### src/rtl/lpc_enc_pkg.sv
// Shared definitions for the LPC frame encoder: OUT_DATA field layout,
// accumulator width, the per-frame feature bundle and saturation helpers.
package lpc_enc_pkg;

  localparam int SAMPLE_W   = 16;
  localparam int ACC_W      = 40;
  localparam int OUT_W      = 80;

  localparam int IDX_LSB    = 72;
  localparam int IDX_W      = 8;
  localparam int PEAK_LSB   = 56;
  localparam int ENERGY_LSB = 40;
  localparam int R1_LSB     = 24;
  localparam int ZC_LSB     = 8;
  localparam int FIELD_W    = 16;
  localparam int VOICED_BIT = 0;

  typedef struct packed {
    logic [FIELD_W-1:0] peak;
    logic [FIELD_W-1:0] energy;
    logic [FIELD_W-1:0] r1;
    logic [FIELD_W-1:0] zc;
    logic               voiced;
  } feat_t;

  // Unsigned clamp to 16 bits.
  function automatic logic [15:0] sat16u(input logic [ACC_W-1:0] v);
    if (v > ACC_W'(16'hFFFF)) return 16'hFFFF;
    return v[15:0];
  endfunction

  // Signed clamp to the 16-bit two's complement range.
  function automatic logic [15:0] sat16s(input logic signed [ACC_W-1:0] v);
    if (v > 40'sd32767) return 16'h7FFF;
    if (v < -40'sd32768) return 16'h8000;
    return v[15:0];
  endfunction

endpackage

### src/rtl/lpc_frame_accum.sv
// Per-frame feature accumulators. Presents the fields of the frame as they
// stand after the current beat, so the closing beat's sample is included in
// the word the top module registers.
module lpc_frame_accum
  import lpc_enc_pkg::*;
#(
  parameter int FRAME_LEN     = 160,
  parameter int ENERGY_SHIFT  = 16,
  parameter int R1_SHIFT      = 16,
  parameter int VOICED_E_MIN  = 16,
  parameter int VOICED_ZC_MAX = 40
) (
  input  logic               ACLK,
  input  logic               ARESET_N,
  input  logic               beat_i,
  input  logic signed [15:0] sample_i,
  input  logic               first_i,
  input  logic               last_i,
  output logic               close_o,
  output feat_t              feat_o
);

  logic        [15:0]      cnt_q, cnt_base, cnt_d;
  logic        [15:0]      peak_q, peak_base, peak_d;
  logic        [ACC_W-1:0] e_q, e_base, e_d;
  logic signed [ACC_W-1:0] r1_q, r1_base, r1_d;
  logic        [15:0]      zc_q, zc_base, zc_d;
  logic signed [15:0]      xp_q;
  logic        [16:0]      xs;
  logic        [15:0]      mag;
  logic        [31:0]      sq;
  logic signed [31:0]      prod;
  logic                    has_prev;
  logic        [15:0]      energy;

  // Fold the current sample into the running frame statistics.
  always_comb begin
    // A start-of-stream beat begins from an empty frame.
    cnt_base  = first_i ? '0 : cnt_q;
    peak_base = first_i ? '0 : peak_q;
    e_base    = first_i ? '0 : e_q;
    r1_base   = first_i ? '0 : r1_q;
    zc_base   = first_i ? '0 : zc_q;
    has_prev  = (cnt_base != 16'd0);

    xs   = {sample_i[15], sample_i};
    mag  = sample_i[15] ? 16'(17'd0 - xs) : 16'(sample_i);
    sq   = $unsigned(32'(sample_i) * 32'(sample_i));
    prod = 32'(sample_i) * 32'(xp_q);

    cnt_d  = cnt_base + 16'd1;
    peak_d = (mag > peak_base) ? mag : peak_base;
    e_d    = e_base + ACC_W'(sq);
    r1_d   = has_prev ? r1_base + ACC_W'(prod) : r1_base;
    zc_d   = zc_base;
    if (has_prev && (sample_i[15] != xp_q[15])) zc_d = zc_base + 16'd1;

    close_o = beat_i && (last_i || (cnt_d == 16'(FRAME_LEN)));

    energy        = sat16u(e_d >> ENERGY_SHIFT);
    feat_o.peak   = peak_d;
    feat_o.energy = energy;
    feat_o.r1     = sat16s(r1_d >>> R1_SHIFT);
    feat_o.zc     = zc_d;
    feat_o.voiced = (energy >= 16'(VOICED_E_MIN)) && (zc_d < 16'(VOICED_ZC_MAX));
  end

  // Accumulator registers: update per beat, clear once the frame is emitted.
  always_ff @(posedge ACLK or negedge ARESET_N) begin
    if (!ARESET_N) begin
      cnt_q  <= '0;
      peak_q <= '0;
      e_q    <= '0;
      r1_q   <= '0;
      zc_q   <= '0;
      xp_q   <= '0;
    end else if (beat_i) begin
      xp_q <= sample_i;
      if (close_o) begin
        cnt_q  <= '0;
        peak_q <= '0;
        e_q    <= '0;
        r1_q   <= '0;
        zc_q   <= '0;
      end else begin
        cnt_q  <= cnt_d;
        peak_q <= peak_d;
        e_q    <= e_d;
        r1_q   <= r1_d;
        zc_q   <= zc_d;
      end
    end
  end

endmodule

### src/rtl/lpc_frame_encoder.sv
// LPC analysis front end: slices a PCM sample stream into frames and emits
// one packed 80-bit feature word per frame through a single output register.
// Optional build macro LPC_PREEMPH_EN inserts a registered pre-emphasis
// stage (y = x - pe + (pe >>> 4)) ahead of the accumulators.
module lpc_frame_encoder
  import lpc_enc_pkg::*;
#(
  parameter int FRAME_LEN     = 160,
  parameter int ENERGY_SHIFT  = 16,
  parameter int R1_SHIFT      = 16,
  parameter int VOICED_E_MIN  = 16,
  parameter int VOICED_ZC_MAX = 40
) (
  input  logic              ACLK,
  input  logic              ARESET_N,
  input  logic [15:0]       TDATA,
  input  logic              TVALID,
  input  logic              TLAST,
  input  logic              TUSER,
  output logic              TREADY,
  output logic              OUT_VALID,
  output logic              OUT_LAST,
  output logic [OUT_W-1:0]  OUT_DATA,
  input  logic              OUT_READY
);

  logic               advance;
  logic               accept;
  logic               beat;
  logic signed [15:0] acc_sample;
  logic               acc_first;
  logic               acc_last;
  logic               close;
  feat_t              feat;

  logic [IDX_W-1:0]   idx_q, idx_d, frame_idx;
  logic               out_valid_q, out_valid_d;
  logic               out_last_q, out_last_d;
  logic [OUT_W-1:0]   out_data_q, out_data_d;

  // The output register can be refilled in the cycle it is drained.
  assign advance = !out_valid_q || OUT_READY;
  assign TREADY  = advance;
  assign accept  = TVALID && advance;

`ifdef LPC_PREEMPH_EN
  logic               st_valid_q, st_first_q, st_last_q;
  logic signed [15:0] st_data_q;
  logic signed [15:0] pe_q, pe_eff;
  logic signed [17:0] y;

  // Pre-emphasis against the previous raw sample; a new stream starts clean.
  always_comb begin
    pe_eff = TUSER ? 16'sd0 : pe_q;
    y      = 18'($signed(TDATA)) - 18'(pe_eff) + 18'(pe_eff >>> 4);
  end

  // Pipeline stage moves only when the accumulators can take its beat.
  always_ff @(posedge ACLK or negedge ARESET_N) begin
    if (!ARESET_N) begin
      st_valid_q <= 1'b0;
      st_first_q <= 1'b0;
      st_last_q  <= 1'b0;
      st_data_q  <= '0;
      pe_q       <= '0;
    end else if (advance) begin
      st_valid_q <= accept;
      if (accept) begin
        st_data_q  <= sat16s(ACC_W'(y));
        st_first_q <= TUSER;
        st_last_q  <= TLAST;
        pe_q       <= $signed(TDATA);
      end
    end
  end

  assign beat       = st_valid_q && advance;
  assign acc_sample = st_data_q;
  assign acc_first  = st_first_q;
  assign acc_last   = st_last_q;
`else
  assign beat       = accept;
  assign acc_sample = $signed(TDATA);
  assign acc_first  = TUSER;
  assign acc_last   = TLAST;
`endif

  lpc_frame_accum #(
    .FRAME_LEN     (FRAME_LEN),
    .ENERGY_SHIFT  (ENERGY_SHIFT),
    .R1_SHIFT      (R1_SHIFT),
    .VOICED_E_MIN  (VOICED_E_MIN),
    .VOICED_ZC_MAX (VOICED_ZC_MAX)
  ) u_accum (
    .ACLK     (ACLK),
    .ARESET_N (ARESET_N),
    .beat_i   (beat),
    .sample_i (acc_sample),
    .first_i  (acc_first),
    .last_i   (acc_last),
    .close_o  (close),
    .feat_o   (feat)
  );

  // Frame index bookkeeping and output word assembly.
  always_comb begin
    frame_idx   = acc_first ? '0 : idx_q;
    idx_d       = idx_q;
    out_valid_d = out_valid_q;
    out_last_d  = out_last_q;
    out_data_d  = out_data_q;

    if (close) begin
      // A stream end restarts numbering; otherwise wrap naturally at 8 bits.
      idx_d       = acc_last ? '0 : frame_idx + 8'd1;
      out_valid_d = 1'b1;
      out_last_d  = acc_last;
      out_data_d  = '0;
      out_data_d[IDX_LSB    +: IDX_W]   = frame_idx;
      out_data_d[PEAK_LSB   +: FIELD_W] = feat.peak;
      out_data_d[ENERGY_LSB +: FIELD_W] = feat.energy;
      out_data_d[R1_LSB     +: FIELD_W] = feat.r1;
      out_data_d[ZC_LSB     +: FIELD_W] = feat.zc;
      out_data_d[VOICED_BIT]            = feat.voiced;
    end else begin
      if (beat && acc_first) idx_d = '0;
      if (OUT_READY) out_valid_d = 1'b0;
    end
  end

  // Output register and frame index state.
  always_ff @(posedge ACLK or negedge ARESET_N) begin
    if (!ARESET_N) begin
      idx_q       <= '0;
      out_valid_q <= 1'b0;
      out_last_q  <= 1'b0;
      out_data_q  <= '0;
    end else begin
      idx_q       <= idx_d;
      out_valid_q <= out_valid_d;
      out_last_q  <= out_last_d;
      out_data_q  <= out_data_d;
    end
  end

  assign OUT_VALID = out_valid_q;
  assign OUT_LAST  = out_last_q;
  assign OUT_DATA  = out_data_q;

endmodule

### config.mk
export PLATFORM = sky130hd
export DESIGN_NAME = lpc_frame_encoder
export DESIGN_NICKNAME = d
export VERILOG_FILES = /design/src/rtl/lpc_enc_pkg.sv /design/src/rtl/lpc_frame_accum.sv /design/src/rtl/lpc_frame_encoder.sv
export SDC_FILE = /design/constraint.sdc
export NUM_CORES = 2
export LEC_CHECK = 0
export CAP_MARGIN = 20
export CORE_MARGIN = 5
export CORE_UTILIZATION = 40
export CTS_BUF_LIST = sky130_fd_sc_hd__clkbuf_16
export CTS_CLUSTER_DIAMETER = 60
export CTS_CLUSTER_SIZE = 40
export DETAILED_ROUTE_END_ITERATION = 8
export GPL_TIMING_DRIVEN = 1
export HOLD_SLACK_MARGIN = 0.06
export SLEW_MARGIN = 10
export SYNTH_ARGS = -nofsm -noshare
export SYNTH_HDL_FRONTEND = slang
export SYNTH_HIERARCHICAL = 1
export SYNTH_SLANG_ARGS = --single-unit
### constraint.sdc
create_clock -name ACLK -period 11.1 [get_ports ACLK]
set_clock_uncertainty 0.15 [all_clocks]
set_input_delay 2.775 -clock ACLK [delete_from_list [all_inputs] [get_ports ACLK]]
set_output_delay 2.775 -clock ACLK [all_outputs]
set_load 0.03 [all_outputs]
==> impl_metrics.json <==
{
  "num-fill-cells": 8245,
  "period_minus_slack_ns": 10.80,
  "wl_per_cell_um": 17.7,
  "drv_cap": 0,
  "fin_crit_sh_pct": 97.3,
  "required_ns": 11.41,
  "dieArea_um2": 93600,
  "ff2ff_setup_slack_ns": 2.92,
  "drv_slew": 0,
  "syn_to_final_growth_pct": 17.7,
  "timing.rr.start": "u_accum/xp_q[1]",
  "min_to": "u_accum/e_q[10]",
  "synthFlopType": "dfrtp_1",
  "hp-start": "u_accum/e_q[10]",
  "ios": 105,
  "drc": 0,
  "drtIter0Drc": 1549,
  "synth_cell_types": 96,
  "grt-busiest-layer": "met2",
  "cpPeakStageDelay_ns": 0.63,
  "ys_seq_elements": 227,
  "reg2regPathDepth": 25,
  "cts-root-buf": "clkbuf_16",
  "ant_nets": 0,
  "numClockSinks": 227,
  "rows": 108,
  "synth_area_um2": 35000,
  "core_um2": 86900,
  "grt_pass1_wl_mm": 154,
  "drive_above_1_share_pct": 15.6,
  "synth_top_area_share_pct": 32.4,
  "cts.htree.levels": 1,
  "setup.worst_path.end_class": "flop",
  "dp_hpwl_mm": 74.3,
  "overflow": 0,
  "clk_latency_ns": 0.57,
  "clk_path_buf_depth": 3,
  "slew_headroom_pct": 37.8,
  "critPathArrivalTime_ns": 11.11,
  "synth_edf_count": 0,
  "crit_fanout": 7,
  "cts_tree": "yes",
  "post_drt_via_cell_ratio": 5.12,
  "met3_usage_pct": 3.22,
  "hp-class": "reg -> reg",
  "grt_usage_pct": 20.1,
  "stdcell_area_um2": 41300,
  "place_area_um2": 39800,
  "setup_viol": 0,
  "gp_congestion": 0.873,
  "grt_start_max_net_pins": 131,
  "groute.layer.met2.usage_pct": 32.6,
  "whs_path_depth": 1,
  "cp_slowest_cell": "fa_1",
  "critical_path_class": "in -> reg",
  "yosys_warnings": 6,
  "hold_viol_final": 0,
  "ys_seq_area_share_pct": 16.2,
  "worstReg2RegEnd": "OUT_DATA[28]",
  "status": "finished clean",
  "setup_tns_ns": 0,
  "cp-start-kind": "primary input",
  "start_util_pct": 40.3,
  "cts-buffers-inserted": 24,
  "syn_avg_cell_area_um2": 9.38,
  "nets": 4919,
  "ys_top_cells_by_area": "fa_1 (32%), dfrtp_1 (16%), ha_1 (9.1%)",
  "fmax_mhz": 92.6,
  "crit_top_cell": "fa_1",
  "portBuffers": 97,
  "drt_first_pass_iters": 5,
  "grtUsageMet1_pct": 29.1,
  "die_w_um": 306,
  "antenna_found_initial": 1,
  "cts_hold_buffers": 0,
  "syn_inst": 3736,
  "vias": 26900,
  "worst_slew_pin_slew_ns": 0.933,
  "routed_wl_mm": 92.8,
  "die_h_um": 306,
  "synth_largest_area_cell": "fa_1",
  "grt_pass1_vias": 28500,
  "async_flop_share_pct": 100,
  "cts.clk_slew.worst_paths_ns": 0.08
}
==> state kept, by name, indices dropped and copies added, names as in the netlist <==
| signal | flops |
|---|---|
| OUT_DATA | 73 |
| OUT_LAST | 1 |
| OUT_VALID | 1 |
| idx_q | 8 |
| u_accum/cnt_q | 16 |
| u_accum/e_q | 40 |
| u_accum/peak_q | 16 |
| u_accum/r1_q | 40 |
| u_accum/xp_q | 16 |
| u_accum/zc_q | 16 |
==> metrics by stage <==
stage	std cells	util [%]	hold WS [ns]	setup WS, ns
2_1_floorplan	3742	-	0.285	0.0131
3_3_place_gp	5190	45.8	0.302	-0.492
3_5_place_dp	5190	45.8	0.308	-0.550
4_1_cts	5234	46.8	0.326	0.0109
5_1_grt	5248	47.5	0.345	-0.0361
6_report	5250	47.5	0.323	0.296
==> critical path, delay by kind of cell <==
kind | cells | cell delay, ns
AND/OR/NAND/NOR | 6 | 0.74
AO/OA/AOI/OAI | 11 | 2.04
XOR/XNOR | 2 | 0.22
multiplexers | 1 | 0.28
adder cells (fa/ha/maj) | 8 | 3.52
buffers and inverters | 9 | 1.50
==> layer usage <==
| layer | routed length [µm] | part of all wire, % |
|---|---|---|
| met5 | 0 | 0 |
| met4 | 1470 | 1.6 |
| met3 | 5310 | 5.7 |
| met2 | 43100 | 46 |
| met1 | 42900 | 46 |
==> Yosys cell counts (14+ instances only) <==
library cell and instances:
inv_1 672, fa_1 568, nand2_1 403, ha_1 254
dfrtp_1 227, clkbuf_1 144, nor2_1 143, and2_1 137
a21oi_1 114, nor2b_1 91, o21ai_0 84, xnor2_1 84
mux2_2 55, a21o_1 52, nand3_1 49, xor2_1 44
o2bb2ai_1 43, mux2_1 37, a22o_1 36, nand2b_1 32
and3_1 27, nor3_1 27, o31ai_1 22, o211ai_1 20
buf_2 19, mux2i_1 19, nor4_1 19, nand4_1 18
o21a_1 16, buf_1 15, a31oi_1 14, or3_1 14
==> worst max path at each step <==
stage / cells past startpoint / endpoint / startpoint
4_1_cts: 34 / OUT_DATA[0] / TDATA[3]
5_1_grt: 40 / OUT_DATA[48] / TDATA[5]
3_3_place_gp: 34 / OUT_DATA[52] / TDATA[1]
6_report: 37 / OUT_DATA[48] / TDATA[14]
3_5_place_dp: 34 / OUT_DATA[0] / TDATA[3]
2_1_floorplan: 36 / OUT_DATA[48] / TDATA[8]
==> area by class of cell <==
| class | count | area [µm²] | share of cell area [%] |
|---|---|---|---|
| sequential | 227 | 5680 | 13.8 |
| clock inverter | 20 | 245 | 0.594 |
| clock buffer | 24 | 601 | 1.46 |
| inverter | 678 | 2550 | 6.17 |
| antenna | 2 | 5.00 | 0.0121 |
| timing repair buffer | 494 | 4200 | 10.2 |
| multi-input combinational | 2650 | 26500 | 64.3 |
| tap | 1155 | 1450 | 3.50 |
==> cells in the final DEF (no fill, tap or decap), types with 13 or more instances in the layout <==
cell type        count
nand3_1             46
nand4_1             18
xor2_1              43
mux2_1              36
fa_1               565
mux2i_1             19
a21oi_2             15
o2bb2ai_1           43
clkdlybuf4s50_1     82
nand2b_1            32
xnor2_1             82
nor2b_1             88
a21oi_1             98
buf_6               13
buf_4              369
inv_1              667
o31ai_1             21
and3_1              26
a22o_1              36
clkbuf_16           26
a31oi_1             13
dfrtp_1            227
and2_1             128
nor2_1             134
o21ai_0             82
o211ai_1            20
o21a_1              15
or3_1               14
a21o_1              52
nor4_1              19
ha_1               251
mux2_2              55
nand2_1            397
nand2_2             15
nor3_1              26
==> what timing repair did <==
item	4_1_cts	5_1_grt
setup buffers	0	10
resized for setup	0	121
setup endpoints to repair	0	18
==> kinds of logic after synthesis <==
logic type | synth area share [%]
AO/OA/AOI/OAI | 11.5
XOR/XNOR | 3.20
adder cells (fa/ha/maj) | 41.5
buffers and inverters | 9.45
flip-flops | 16.2
multiplexers | 3.50
other | 0.0107
AND/OR/NAND/NOR | 14.6
Power is left out: the tool's default activity adds up to more than one toggle a clock period on the data nets, which glitch-free logic cannot reach.
